--- src/rtl/lcd_pkg.sv ---
// Shared types and constants for the LCD host command sequencer.
// Holds the sequencer state encoding and the LCD command codes.
package lcd_pkg;

  localparam int PIX_TOTAL = 64;
  localparam int CMD_W     = 4;

  typedef enum logic [2:0] {
    IDLE,
    FETCH,
    LOAD,
    ISSUE,
    GAP,
    WAIT_DONE,
    FINISH
  } state_t;

  typedef enum logic [CMD_W-1:0] {
    CMD_WRITE       = 4'd0,
    CMD_SHIFT_UP    = 4'd1,
    CMD_SHIFT_DOWN  = 4'd2,
    CMD_SHIFT_LEFT  = 4'd3,
    CMD_SHIFT_RIGHT = 4'd4,
    CMD_MAX         = 4'd5,
    CMD_MIN         = 4'd6,
    CMD_AVG         = 4'd7,
    CMD_ROTATE_L    = 4'd8,
    CMD_ROTATE_R    = 4'd9,
    CMD_MIRROR_X    = 4'd10,
    CMD_MIRROR_Y    = 4'd11
  } cmd_t;

endpackage

--- src/rtl/lcd_host_seq_iram_mon.sv ---
// Pixel write-back monitor: count, checksum and ordering checks.
// Checksum adder exists only when LCD_HOST_CKSUM_EN is defined.
module lcd_iram_mon
  import lcd_pkg::*;
(
  input  logic        clk,
  input  logic        reset,
  input  logic        run_clr,
  input  logic        pix_clr,
  input  logic        in_wait,
  input  logic        done,
  input  logic        IRAM_valid,
  input  logic [7:0]  IRAM_D,
  input  logic [5:0]  IRAM_A,
  output logic [6:0]  pix_cnt,
  output logic [15:0] checksum,
  output logic        err
);

  localparam logic [6:0] PIX_MAX = 7'(PIX_TOTAL);

  logic bad;

  assign bad = (IRAM_valid &&
                (IRAM_A != pix_cnt[5:0] || !in_wait)) ||
               (done && pix_cnt != PIX_MAX);

  always_ff @(posedge clk or posedge reset) begin
    if (reset) begin
      pix_cnt <= '0;
      err     <= 1'b0;
    end else if (run_clr) begin
      pix_cnt <= '0;
      err     <= 1'b0;
    end else begin
      if (pix_clr)
        pix_cnt <= '0;
      else if (IRAM_valid && pix_cnt != PIX_MAX)
        pix_cnt <= pix_cnt + 7'd1;
      if (bad)
        err <= 1'b1;
    end
  end

`ifdef LCD_HOST_CKSUM_EN
  always_ff @(posedge clk or posedge reset) begin
    if (reset)
      checksum <= '0;
    else if (run_clr)
      checksum <= '0;
    else if (IRAM_valid)
      checksum <= checksum + {8'h00, IRAM_D};
  end
`else
  logic unused_d;
  assign unused_d = ^IRAM_D;
  assign checksum = '0;
`endif

endmodule

--- src/rtl/lcd_host_seq.sv ---
// LCD host sequencer: fetches commands from ROM and issues them.
// Optional pixel checksum enabled by LCD_HOST_CKSUM_EN.
module lcd_host_seq
  import lcd_pkg::*;
(
  input  logic        clk,
  input  logic        reset,
  input  logic        start,
  input  logic [7:0]  num_cmds,
  output logic        CROM_rd,
  output logic [7:0]  CROM_A,
  input  logic [3:0]  CROM_Q,
  output logic [3:0]  cmd,
  output logic        cmd_valid,
  input  logic        busy,
  input  logic        done,
  input  logic        IRAM_valid,
  input  logic [7:0]  IRAM_D,
  input  logic [5:0]  IRAM_A,
  output logic        finish,
  output logic        err,
  output logic [6:0]  pix_cnt,
  output logic [15:0] checksum
);

  state_t     state;
  logic [7:0] cnt;
  logic [7:0] n_q;
  logic       last;
  logic       run_clr;

  assign last      = (cnt == n_q);
  assign run_clr   = (state == IDLE) && start;
  assign cmd_valid = (state == ISSUE) && !busy;

  always_ff @(posedge clk or posedge reset) begin
    if (reset) begin
      state   <= IDLE;
      cnt     <= '0;
      n_q     <= '0;
      CROM_rd <= 1'b0;
      CROM_A  <= '0;
      cmd     <= '0;
      finish  <= 1'b0;
    end else begin
      CROM_rd <= 1'b0;
      finish  <= 1'b0;
      unique case (state)
        IDLE: if (start) begin
          cnt <= '0;
          n_q <= num_cmds;
          if (num_cmds == 8'd0) begin
            state  <= FINISH;
            finish <= 1'b1;
          end else begin
            state   <= FETCH;
            CROM_rd <= 1'b1;
            CROM_A  <= 8'd0;
          end
        end
        FETCH: state <= LOAD;
        LOAD: begin
          cmd   <= CROM_Q;
          state <= ISSUE;
        end
        ISSUE: if (!busy) begin
          cnt   <= cnt + 8'd1;
          state <= GAP;
        end
        GAP, WAIT_DONE: begin
          // A write command must see its pixel stream and done first
          if (state == GAP && cmd == CMD_WRITE) begin
            state <= WAIT_DONE;
          end else if (state == GAP || done) begin
            if (last) begin
              state  <= FINISH;
              finish <= 1'b1;
            end else begin
              state   <= FETCH;
              CROM_rd <= 1'b1;
              CROM_A  <= cnt;
            end
          end
        end
        FINISH: state <= IDLE;
        default: state <= IDLE;
      endcase
    end
  end

  lcd_iram_mon u_mon (
    .clk        (clk),
    .reset      (reset),
    .run_clr    (run_clr),
    .pix_clr    (cmd_valid && cmd == CMD_WRITE),
    .in_wait    (state == WAIT_DONE),
    .done       (done),
    .IRAM_valid (IRAM_valid),
    .IRAM_D     (IRAM_D),
    .IRAM_A     (IRAM_A),
    .pix_cnt    (pix_cnt),
    .checksum   (checksum),
    .err        (err)
  );

endmodule

--- config.mk ---
export PLATFORM = sky130hd
export DESIGN_NAME = lcd_host_seq
export DESIGN_NICKNAME = d
export VERILOG_FILES = /design/src/rtl/lcd_pkg.sv /design/src/rtl/lcd_host_seq_iram_mon.sv /design/src/rtl/lcd_host_seq.sv
export SDC_FILE = /design/constraint.sdc
export NUM_CORES = 1
export LEC_CHECK = 0
export CORE_MARGIN = 3
export CORE_UTILIZATION = 43
export CTS_BUF_LIST = sky130_fd_sc_hd__clkbuf_16
export DETAILED_ROUTE_END_ITERATION = 8
export GPL_ROUTABILITY_DRIVEN = 1
export GPL_TIMING_DRIVEN = 0
export PLACE_DENSITY = 0.75
export SLEW_MARGIN = 15
export SYNTH_ARGS = -nofsm -noshare
export SYNTH_HDL_FRONTEND = slang
export SYNTH_HIERARCHICAL = 1
export SYNTH_SLANG_ARGS = --single-unit
--- constraint.sdc ---
create_clock -name clk -period 3.7 [get_ports clk]
set_clock_uncertainty 0.1 [all_clocks]
set_input_delay 0.925 -clock clk [delete_from_list [all_inputs] [get_ports clk]]
set_output_delay 0.925 -clock clk [all_outputs]
set_load 0.02 [all_outputs]
Yosys cells after proc, flatten, opt, wreduce, memory -nomap -nowiden
Cells that the tools add are included.
{"block": "word_totals", "reg_bits": 41, "latchBits": 0, "ramBits": 0, "romBits": 0, "word_cells": 83, "mem_count": 0}
{"block": "op_classes", "n_addsub": 2, "multipliers": 0, "div_mod_pow": 0, "order_cmp": 0, "eq_ne": 15, "shift": 0, "n_mux": 33, "n_bitwise": 0, "n_reduce_logical": 24}
{"operator": "$mux W8", "n": 7}
{"operator": "$pmux W8 S2", "n": 2}
{"operator": "$mux W7", "n": 3}
{"operator": "$mux W3", "n": 6}
{"operator": "$pmux W3 S5", "n": 1}
{"operator": "$mux W1", "n": 12}
{"operator": "$ne A2 B2 Y1 const B", "n": 6}
{"operator": "$add A8 B1 Y8 const B", "n": 1}
{"operator": "$eq A8 B8 Y1", "n": 1}
{"operator": "$logic_not A8 Y1", "n": 1}
{"operator": "$add A7 B1 Y7 const B", "n": 1}
{"operator": "$logic_and A1 B1 Y1", "n": 7}
{"operator": "$ne A7 B7 Y1 const B", "n": 1}
{"operator": "$eq A3 B2 Y1 const B", "n": 2}
{"operator": "$eq A3 B3 Y1 const B", "n": 2}
{"operator": "$ne A6 B6 Y1", "n": 1}
{"operator": "$reduce_and A3 Y1", "n": 2}
{"operator": "$reduce_and A6 Y1", "n": 1}
{"operator": "$reduce_bool A2 Y1", "n": 3}
{"operator": "$logic_not A4 Y1", "n": 1}
{"operator": "$pmux W1 S2", "n": 2}
{"operator": "$eq A3 B1 Y1 const B", "n": 1}
{"operator": "$logic_not A3 Y1", "n": 1}
{"operator": "$logic_or A1 B1 Y1", "n": 3}
{"operator": "other kinds (5)", "n": 6}

Logic depth before layout (Yosys ltp)
Gate-level depths: netlist of run 1.
{"block": "depth", "ltp_word": 7, "mapped_depth": 9}

Modules after synthesis
The synthesis of run 1 kept the hierarchy.
{"mod": "lcd_host_seq", "n_inst": 1, "cells_per_inst": 146, "area_per_inst_um2": 1606.5}
{"mod": "lcd_iram_mon", "n_inst": 1, "cells_per_inst": 67, "area_per_inst_um2": 630.6}

Worst setup path after synthesis of run 1
Ideal clock, no wire load.
{"block": "synth_timing", "path_kind": "input to output", "startpoint": "input busy", "endpoint": "output cmd_valid", "arrival_ps": 1421, "required_time_ps": 2675, "setup_slack_ps": 1254, "path_stages": 2, "path_cell_list": "or3_4 -> clkinv_2"}
{"block": "synth_between", "elab_chain_cells": 2}
{"element": "start: declaration", "line": "lcd_host_seq.sv:15", "source": "input logic busy,"}
{"element": "$logic_not A1 Y1"}
{"element": "$logic_and A1 B1 Y1", "line": "lcd_host_seq.sv:34", "source": "assign cmd_valid = (state == ISSUE) && !busy;"}
{"element": "end: declaration", "line": "lcd_host_seq.sv:14", "source": "output logic cmd_valid,"}
No other way between the ends.

Final worst setup path of run 1
Ends and elaborated chain as after synthesis.

==> results of run 1 <==
registers in the layout (all words and copies together), names as in the netlist:
register,count
n_q,8
u_mon/err,1
finish,1
CROM_A,8
cnt,8
u_mon/pix_cnt,7
state,3
CROM_rd,1
cmd,4
synth_stat cells, drive strengths merged:
master and instances:
a211oi 1, a21o 1, a21oi 5, a22o 8, a31o 1, a31oi 1
and2 1, and3 2, and4 2, buf 22, clkinv 1, conb 1
dfrtp 41, ha 3, inv 8, mux2 12, mux2i 1, nand2 11
nand2b 2, nand3 6, nand3b 1, nand4 7, nor2 20, nor2b 3
nor3 1, nor3b 2, nor4 4, o211ai 2, o21ai 7, o22a 1
o22ai 1, o31ai 2, o41ai 1, or2 1, or3 4, or4 1
xnor2 13, xor2 12
cell families (layout without fill, tap and decap cells):
logic type	after synthesis	after routing
AND/OR/NAND/NOR	68	68
other	1	16
flip-flops	41	41
XOR/XNOR	25	25
adder cells (fa/ha/maj)	3	3
AO/OA/AOI/OAI	31	31
buffers and inverters	31	85
multiplexers	13	13
worst register-to-register path, stage by stage, from the launching register on:
cell and delay, ps:
dfrtp_1 420, buf_2 200, nor3_1 190, nand2_1 130, inv_2 160, buf_2 260, or2_2 150, buf_2 170
nor2_1 60, a31o_1 220
cell usage in the layout, fill, tap and decap left out, types with 3 or more instances in the layout:
cell type / instances
a21oi_1: 5
a22o_1: 8
buf_2: 6
buf_4: 16
clkbuf_16: 5
clkdlybuf4s50_1: 46
conb_1: 16
dfrtp_1: 41
ha_1: 3
inv_1: 7
mux2_1: 8
mux2_2: 4
nand2_1: 11
nand3_1: 6
nand4_1: 7
nor2_1: 20
nor2b_1: 3
o21ai_0: 3
o21ai_1: 4
or3_1: 3
xnor2_1: 13
xor2_1: 12
layer usage:
metal  GRT usage  wire length (microns)  vias up
li1            -                      -      842
met1      0.2290                   2125      813
met2      0.2697                   2264       61
met3     0.03555                    255        4
met4     0.05594                     22        0
met5           0                      0        -
layout make-up:
class / count / area share
Multi-Input combinational cell: 156 / 0.3607
Sequential cell: 41 / 0.3420
Timing Repair Buffer: 46 / 0.1535
Buffer: 22 / 0.05004
Clock buffer: 5 / 0.04170
Tap cell: 67 / 0.02794
Clock inverter: 3 / 0.01251
Inverter: 9 / 0.01168
stage by stage:
step                      std cells  total power, W
final                           349        0.002000
after floorplan                 228        0.001259
after global routing            349        0.002143
after detailed placement        341        0.001532
after global placement          341        0.001514
after CTS                       349        0.002016
path summary, 6_finish.rpt:
check / startpoint / endpoint / slack, ps
min in group asynchronous: reset / u_mon/pix_cnt[6]$_DFFE_PP0P_ / 840
min reg2reg: CROM_A[1]$_DFFE_PP0P_ / CROM_A[1]$_DFFE_PP0P_ / 400
max in group asynchronous: reset / state[0]$_DFFE_PP0P_ / 2050
max: busy / cmd_valid / 130
min: CROM_A[1]$_DFFE_PP0P_ / CROM_A[1]$_DFFE_PP0P_ / 400
max reg2reg: state[2]$_DFFE_PP0P_ / u_mon/pix_cnt[2]$_DFFE_PP0P_ / 1530
power by group:
part	internal (W)	switching, W	total [W]
Combinational	0.000399	0.000417	0.000816
Sequential	0.000580	0.000130	0.000710
Clock	0.000313	0.000161	0.000475
Total	0.00129	0.000708	0.00200
==> flow_summary.json, run 1 <==
{
  "crit_buf_inv": 3,
  "io_buffers": 46,
  "drc": 0,
  "synth_top_cell_by_area": "dfrtp_1",
  "power-per-cell-area_nw_per_um2": 666.6,
  "muxShareOfSynthArea": 0.06488,
  "ant_nets": 0,
  "critical_path.top_delay_family": "buffers and inverters",
  "row_count": 25,
  "grtUsageTotal": 0.1689,
  "final_util": 0.6149,
  "grt_pass1_wl_mm": 8.259,
  "initial_core_util": 0.4585,
  "syn-instance-count": 213,
  "crit_type": "input port to output pin",
  "grt_pass1_vias": 1764,
  "slew-limit-headroom": 0.5429,
  "synth_compound_area_frac": 0.1051,
  "crit_fanout": 6,
  "post-route-period-util": 0.9646,
  "fin_crit_ps": 3569,
  "core_sq_um": 4880,
  "start_kind": "input port",
  "synth_xor_area_frac": 0.09787,
  "final_cell_area_sq_um": 3000,
  "via_count": 1720,
  "synthAdderAreaFrac": 0.01678,
  "insertion_delay_ps": 280,
  "yosys-top-cells-area": "dfrtp_1 (46%), buf_4 (5.4%), xnor2_1 (5.1%)",
  "cap_violations": 0,
  "cts_setup_buffers": 0,
  "synth_top_family_by_area": "simple AND/OR/NAND/NOR gates",
  "cp_slowest_cell": "clkdlybuf4s50_1",
  "setup_viol": 0,
  "clk_pin_slew_ps": 60,
  "reg2reg_depth": 9,
  "power.leakage_nw": 1.349,
  "min_path_type": "flip-flop to flip-flop",
  "hold_buffers": 0,
  "worstPathCellList": "clkdlybuf4s50_1, or3_4, clkinv_2, clkdlybuf4s50_1",
  "fp.dieH_microns": 78.13,
  "yosysSeqAreaShare": 0.4586,
  "hold_ws_ps": 398.6,
  "diodes": 0,
  "cts_tree": "yes",
  "ys_warn_count": 6,
  "die_width_microns": 78.13,
  "status": "finished clean",
  "seq_area_sq_um": 1026,
  "fin_nets": 316,
  "whs_path_depth": 1,
  "pre_cts_ws_ps": 143.4,
  "routed_wl_mm": 4.667,
  "grt_antenna_before_repair": 0,
  "slew_violations": 0,
  "io_pins": 71,
  "timing.critical_path.mode_cell": "clkdlybuf4s50_1",
  "drive_above_1_share": 0.1489,
  "avgRoutedWirePerCell_microns": 13.37,
  "fmax_ghz": 0.2802,
  "vias_per_cell": 4.928,
  "drtIter0Drc": 95,
  "synthSimpleGateAreaFrac": 0.1723,
  "grt_max_degree": 34,
  "routabilityCongestion": 0.8975,
  "overflow": 0,
  "area_growth_pct": 34.12,
  "syn_avg_cell_area_sq_um": 10.50,
  "cts_buffer_depth": 2,
  "final_hold_viol_count": 0,
  "ys_ff_latch": 41,
  "die_area_sq_um": 6104,
  "ys_types": 45,
  "postLayoutSetupSlackWorst_ps": 130.9,
  "cp-end-kind": "output pin",
  "worstPathRequired_ps": 2670,
  "worstPathArrival_ps": 2540,
  "cts_max_level": 2,
  "fill_cells": 421,
  "synth_top_area_frac": 0.4586,
  "netlist_area_sq_um": 2237,
  "tightest_slew_ps": 684.6,
  "slowest_delay_ps": 610,
  "place_area_sq_um": 2838,
  "cp.depth": 4,
  "cts_sinks": 41,
  "numCtsBuffers": 5,
  "firstDrtPassIters": 5,
  "cts_resized": 0,
  "ir_worst_vdd_mv": 0.5423,
  "setup_tns_ps": 0,
  "multiInputGateArea_sq_um": 1082,
  "rsz0062_at_grt": "false",
  "cts_root_buffer": "clkbuf_16",
  "dpl.hpwl_mm": 3.521
}
No activity file was read; power rests on OpenSTA's default activity.
==> run 2, diff against run 1 <==
--- a/config.mk
+++ b/config.mk
@@ -11,8 +11,8 @@
 export DETAILED_ROUTE_END_ITERATION = 8
 export GPL_ROUTABILITY_DRIVEN = 1
 export GPL_TIMING_DRIVEN = 0
-export PLACE_DENSITY = 0.75
-export SLEW_MARGIN = 15
+export PLACE_DENSITY = 0.74
+export SLEW_MARGIN = 20
 export SYNTH_ARGS = -nofsm -noshare
 export SYNTH_HDL_FRONTEND = slang
 export SYNTH_HIERARCHICAL = 1
==> run 2 against run 1 <==
Net effect: setup slack got worse by 10 ps; via count rose by 0.76%; sequential cell count is the same; combinational power hardly changed; highest routed layer unchanged.
==> flow_summary.json, run 2 (synthesis gave the netlist of run 1 again) <==
{
  "tightest_slew_ps": 688.0,
  "die_width_microns": 78.13,
  "fmax_ghz": 0.2794,
  "r2r_start": "state[2]$_DFFE_PP0P_",
  "routabilityCongestion": 0.9130,
  "core_sq_um": 4880,
  "die_area_sq_um": 6104,
  "endpoint": "cmd_valid",
  "placed_cells": 341,
  "insertion_delay_ps": 280,
  "fp.dieH_microns": 78.13,
  "cts_root_buffer": "clkbuf_16",
  "drtIter0Drc": 71,
  "fin_crit_ps": 3579,
  "io_pins": 71,
  "worstPathRequired_ps": 2670,
  "via_count": 1733,
  "grt_pass1_vias": 1701,
  "rrSetupSlack_ps": 1500,
  "grt_antenna_before_repair": 0,
  "ant_nets": 0,
  "reg2reg_depth": 9,
  "diodes": 0,
  "routed_wl_mm": 4.776,
  "cts_tree": "yes",
  "largestRegisters": "CROM_A x8, cnt x8, n_q x8",
  "final_hold_viol_count": 0,
  "crit_type": "input port to output pin",
  "power-per-cell-area_nw_per_um2": 668.8,
  "final_cell_area_sq_um": 3005,
  "worstPathArrival_ps": 2550,
  "place_area_sq_um": 2838,
  "cts_sinks": 41,
  "grt_pass1_wl_mm": 8.086,
  "cts_max_level": 2,
  "post-route-period-util": 0.9674,
  "slew_violations": 0,
  "ir_worst_vdd_mv": 0.4942,
  "initial_core_util": 0.4585,
  "slew-limit-headroom": 0.5407,
  "cts_setup_buffers": 0,
  "rsz0062_at_grt": "false",
  "fin_cells": 349,
  "drc": 0,
  "start_kind": "input port",
  "vias_per_cell": 4.966,
  "power_w": 0.002010,
  "min_path_type": "flip-flop to flip-flop",
  "grt_max_degree": 34,
  "drive_above_1_share": 0.1525,
  "status": "finished clean",
  "clk_pin_slew_ps": 60,
  "setup_tns_ps": 0,
  "setup.worst_path.start": "busy",
  "io_buffers": 46,
  "grtUsageTotal": 0.1664,
  "final_cell_mix": "clkdlybuf4s50_1 (46), dfrtp_1 (41), nor2_1 (20), buf_4 (16), conb_1 (16)",
  "dpl.hpwl_mm": 3.557,
  "avgRoutedWirePerCell_microns": 13.68,
  "final_common_cell": "clkdlybuf4s50_1",
  "cts_buffer_depth": 2,
  "overflow": 0,
  "cp-end-kind": "output pin",
  "cap_violations": 0,
  "cts_resized": 0,
  "numCtsBuffers": 5,
  "final_util": 0.6159,
  "area_growth_pct": 34.34,
  "r2r-end": "u_mon/pix_cnt[2]$_DFFE_PP0P_",
  "fin_nets": 316,
  "row_count": 25,
  "crit_fanout": 6,
  "firstDrtPassIters": 4,
  "hold_buffers": 0,
  "power.leakage_nw": 1.351,
  "setup_viol": 0
}
-- run 2: area by class of cell --
cell class / instances / area (sq um)
clock buffer: 5 / 125.1
clock inverter: 3 / 42.54
sequential: 41 / 1026
tap: 67 / 83.83
inverter: 9 / 35.03
timing repair buffer: 46 / 460.4
fill: 435 / 1874
multi-input combinational: 156 / 1082
buffer: 22 / 150.1
-- run 2: how the worst min path moves through the flow --
| stage | startpoint | endpoint | slack (ps) | depth (start not counted) |
|---|---|---|---|---|
| 6_report | CROM_A[6]$_DFFE_PP0P_ | CROM_A[6]$_DFFE_PP0P_ | 400 | 1 |
| 5_1_grt | CROM_A[4]$_DFFE_PP0P_ | CROM_A[4]$_DFFE_PP0P_ | 420 | 1 |
| 4_1_cts | CROM_A[1]$_DFFE_PP0P_ | CROM_A[1]$_DFFE_PP0P_ | 400 | 1 |
| 3_5_place_dp | CROM_A[4]$_DFFE_PP0P_ | CROM_A[4]$_DFFE_PP0P_ | 380 | 1 |
| 3_3_place_gp | CROM_A[3]$_DFFE_PP0P_ | CROM_A[3]$_DFFE_PP0P_ | 380 | 1 |
| 2_1_floorplan | n_q[5]$_DFFE_PP0P_ | n_q[5]$_DFFE_PP0P_ | 380 | 1 |
-- run 2: power breakdown --
part,switching [W],internal (W)
Clock,0.000165,0.000316
Sequential,0.000134,0.000580
Combinational,0.000416,0.000398
Total,0.000715,0.00129
-- run 2: per-layer routing --
metal | GRT usage | share of wire | vias to the layer above
met3 | 0.03784 | 0.052 | 7
met5 | 0 | 0 | -
li1 | - | - | 849
met2 | 0.2620 | 0.47 | 52
met1 | 0.2259 | 0.46 | 825
met4 | 0.05769 | 0.012 | 0
-- run 2: stage by stage --
step	hold WS, ps	setup WS [ps]
3_5_place_dp	384.1	134.1
6_report	396.2	120.6
2_1_floorplan	379.5	1254
5_1_grt	421.8	74.98
4_1_cts	403.2	126.6
3_3_place_gp	380.7	129.2
-- run 2: critical path, cell delays in order --
cell and delay [ps]:
clkdlybuf4s50_1 480, or3_4 440, clkinv_2 100, clkdlybuf4s50_1 610
==> run 3, diff against run 2 <==
--- a/config.mk
+++ b/config.mk
@@ -5,13 +5,16 @@
 export SDC_FILE = /design/constraint.sdc
 export NUM_CORES = 1
 export LEC_CHECK = 0
+export ABC_AREA = 0
+export CELL_PAD_IN_SITES_DETAIL_PLACEMENT = 0
+export CELL_PAD_IN_SITES_GLOBAL_PLACEMENT = 1
 export CORE_MARGIN = 3
-export CORE_UTILIZATION = 43
+export CORE_UTILIZATION = 38
 export CTS_BUF_LIST = sky130_fd_sc_hd__clkbuf_16
 export DETAILED_ROUTE_END_ITERATION = 8
 export GPL_ROUTABILITY_DRIVEN = 1
 export GPL_TIMING_DRIVEN = 0
-export PLACE_DENSITY = 0.74
+export PLACE_DENSITY = 0.84
 export SLEW_MARGIN = 20
 export SYNTH_ARGS = -nofsm -noshare
 export SYNTH_HDL_FRONTEND = slang
==> run 3 against run 2 <==
Net effect: first-iteration DRC count rose by 62%; clock power decreased by 1%; sequential cell count stayed put; critical path type unchanged; critical endpoint unchanged.
==> flow_summary.json, run 3 (synthesis gave the netlist of run 1 again) <==
{
  "switching_power_w": 0.0007164,
  "top_layer": "met4",
  "dpl.hpwl_mm": 3.648,
  "grt_max_degree": 34,
  "fin_crit_ps": 3584,
  "reg2reg_depth": 9,
  "pwr-share-clk": 0.237,
  "crit_buf_inv": 3,
  "die_area_sq_um": 6844,
  "status": "finished clean",
  "wl_met3_microns": 261,
  "grt_antenna_before_repair": 0,
  "met2_length_mm": 2.330,
  "routed_wl_mm": 4.798,
  "fin_nets": 316,
  "postLayoutSetupSlackWorst_ps": 115.6,
  "rrSetupSlack_ps": 1520,
  "cts_resized": 0,
  "whs_path_depth": 1,
  "p_sw_frac": 0.3567,
  "drc": 0,
  "post-route-period-util": 0.9687,
  "row_count": 27,
  "final_cell_area_sq_um": 3004,
  "cts_setup_buffers": 0,
  "setup_tns_ps": 0,
  "avgRoutedWirePerCell_microns": 13.59,
  "io_pins": 71,
  "numCtsBuffers": 5,
  "ant_nets": 0,
  "r2r-end": "u_mon/pix_cnt[2]$_DFFE_PP0P_",
  "worstPathArrival_ps": 2560,
  "clk_pin_slew_ps": 60,
  "grt_pass1_vias": 1654,
  "final_common_cell": "clkdlybuf4s50_1",
  "initial_core_util": 0.3989,
  "setup_viol": 0,
  "insertion_delay_ps": 280,
  "worstPathCellList": "clkdlybuf4s50_1, or3_4, clkinv_2, clkdlybuf4s50_1",
  "core_sq_um": 5608,
  "io_buffers": 46,
  "crit_fanout": 6,
  "drive_above_1_share": 0.1530,
  "endpoint": "cmd_valid",
  "cts_root_buffer": "clkbuf_16",
  "routabilityCongestion": 0.8196,
  "diodes": 0,
  "worstPathRequired_ps": 2670,
  "hold_ws_ps": 397.3,
  "seqPwrFrac": 0.355,
  "cp-end-kind": "output pin",
  "rsz0062_at_grt": "false",
  "place_area_sq_um": 2844,
  "fmax_ghz": 0.2790,
  "pwr-share-comb": 0.408,
  "final_hold_viol_count": 0,
  "drt-met1-wl_mm": 2.132,
  "cap_violations": 0,
  "vias_per_cell": 4.824,
  "grtUsageTotal": 0.1501,
  "cp_slowest_cell": "clkdlybuf4s50_1",
  "grt_pass1_wl_mm": 7.686,
  "cts_tree": "yes",
  "slowest_delay_ps": 610,
  "via_count": 1703,
  "power-per-cell-area_nw_per_um2": 668.5,
  "slew-limit-headroom": 0.5342,
  "crit_type": "input port to output pin",
  "firstDrtPassIters": 4,
  "slew_violations": 0,
  "fp.dieH_microns": 82.73,
  "timing.critical_path.mode_cell": "clkdlybuf4s50_1",
  "die_width_microns": 82.73,
  "tightest_slew_ps": 697.7,
  "area_growth_pct": 34.28,
  "largestRegisters": "CROM_A x8, cnt x8, n_q x8",
  "r2r_start": "state[2]$_DFFE_PP0P_",
  "min_path_type": "flip-flop to flip-flop",
  "pre_cts_ws_ps": 132.9,
  "final_cell_mix": "clkdlybuf4s50_1 (46), dfrtp_1 (41), nor2_1 (20), buf_4 (16), conb_1 (16)",
  "cts_sinks": 41,
  "ir_worst_vdd_mv": 0.4655,
  "start_kind": "input port",
  "hold_buffers": 0,
  "cts_max_level": 2,
  "drtIter0Drc": 115,
  "power.leakage_nw": 1.346,
  "cts_buffer_depth": 2,
  "final_util": 0.5357,
  "overflow": 0,
  "p_int_w": 0.001292,
  "critical_path.top_delay_family": "buffers and inverters",
  "cp.depth": 4,
  "setup.worst_path.start": "busy"
}
[run 3: changes by cell type in the layout (fill, tap and decap cells not counted)]
| cell | previous run | this run |
|---|---|---|
| inv_1 | 7 | 6 |
| clkinv_2 | 1 | 2 |
| clkinv_4 | 1 | 0 |
[run 3: power by group through the flow]
stage	Clock, W	Combinational, W	Sequential, W
floorplan	0	0.000495	0.000764
global placement	0	0.000806	0.000717
detailed placement	0	0.000820	0.000719
CTS	0.000485	0.000824	0.000714
global route	0.000506	0.000899	0.000730
finish	0.000476	0.000819	0.000713
[run 3: final cells by class]
cell class,count,area (sq um)
fill,514,2604
multi-input combinational,156,1082
sequential,41,1026
timing repair buffer,46,460.4
buffer,22,150.1
clock buffer,5,125.1
tap,72,90.09
clock inverter,2,35.03
inverter,9,35.03
[run 3: metal layers]
metal  vias to the layer above  track usage
li1                        844            -
met1                       800       0.1832
met2                        53       0.2492
met3                         6      0.03905
met4                         0      0.06536
met5                         -            0
[run 3: worst min path at each step]
stage | startpoint | end | slack [ps]
2_1_floorplan | n_q[5]$_DFFE_PP0P_ | n_q[5]$_DFFE_PP0P_ | 380
3_3_place_gp | CROM_A[5]$_DFFE_PP0P_ | CROM_A[5]$_DFFE_PP0P_ | 380
3_5_place_dp | CROM_A[3]$_DFFE_PP0P_ | CROM_A[3]$_DFFE_PP0P_ | 390
4_1_cts | CROM_A[1]$_DFFE_PP0P_ | CROM_A[1]$_DFFE_PP0P_ | 400
5_1_grt | CROM_A[1]$_DFFE_PP0P_ | CROM_A[1]$_DFFE_PP0P_ | 410
6_report | CROM_A[4]$_DFFE_PP0P_ | CROM_A[4]$_DFFE_PP0P_ | 400
[run 3: through the flow]
| step | power (W) | std cells |
|---|---|---|
| floorplan | 0.001259 | 228 |
| global placement | 0.001523 | 346 |
| detailed placement | 0.001539 | 346 |
| CTS | 0.002024 | 353 |
| global route | 0.002135 | 353 |
| finish | 0.002008 | 353 |
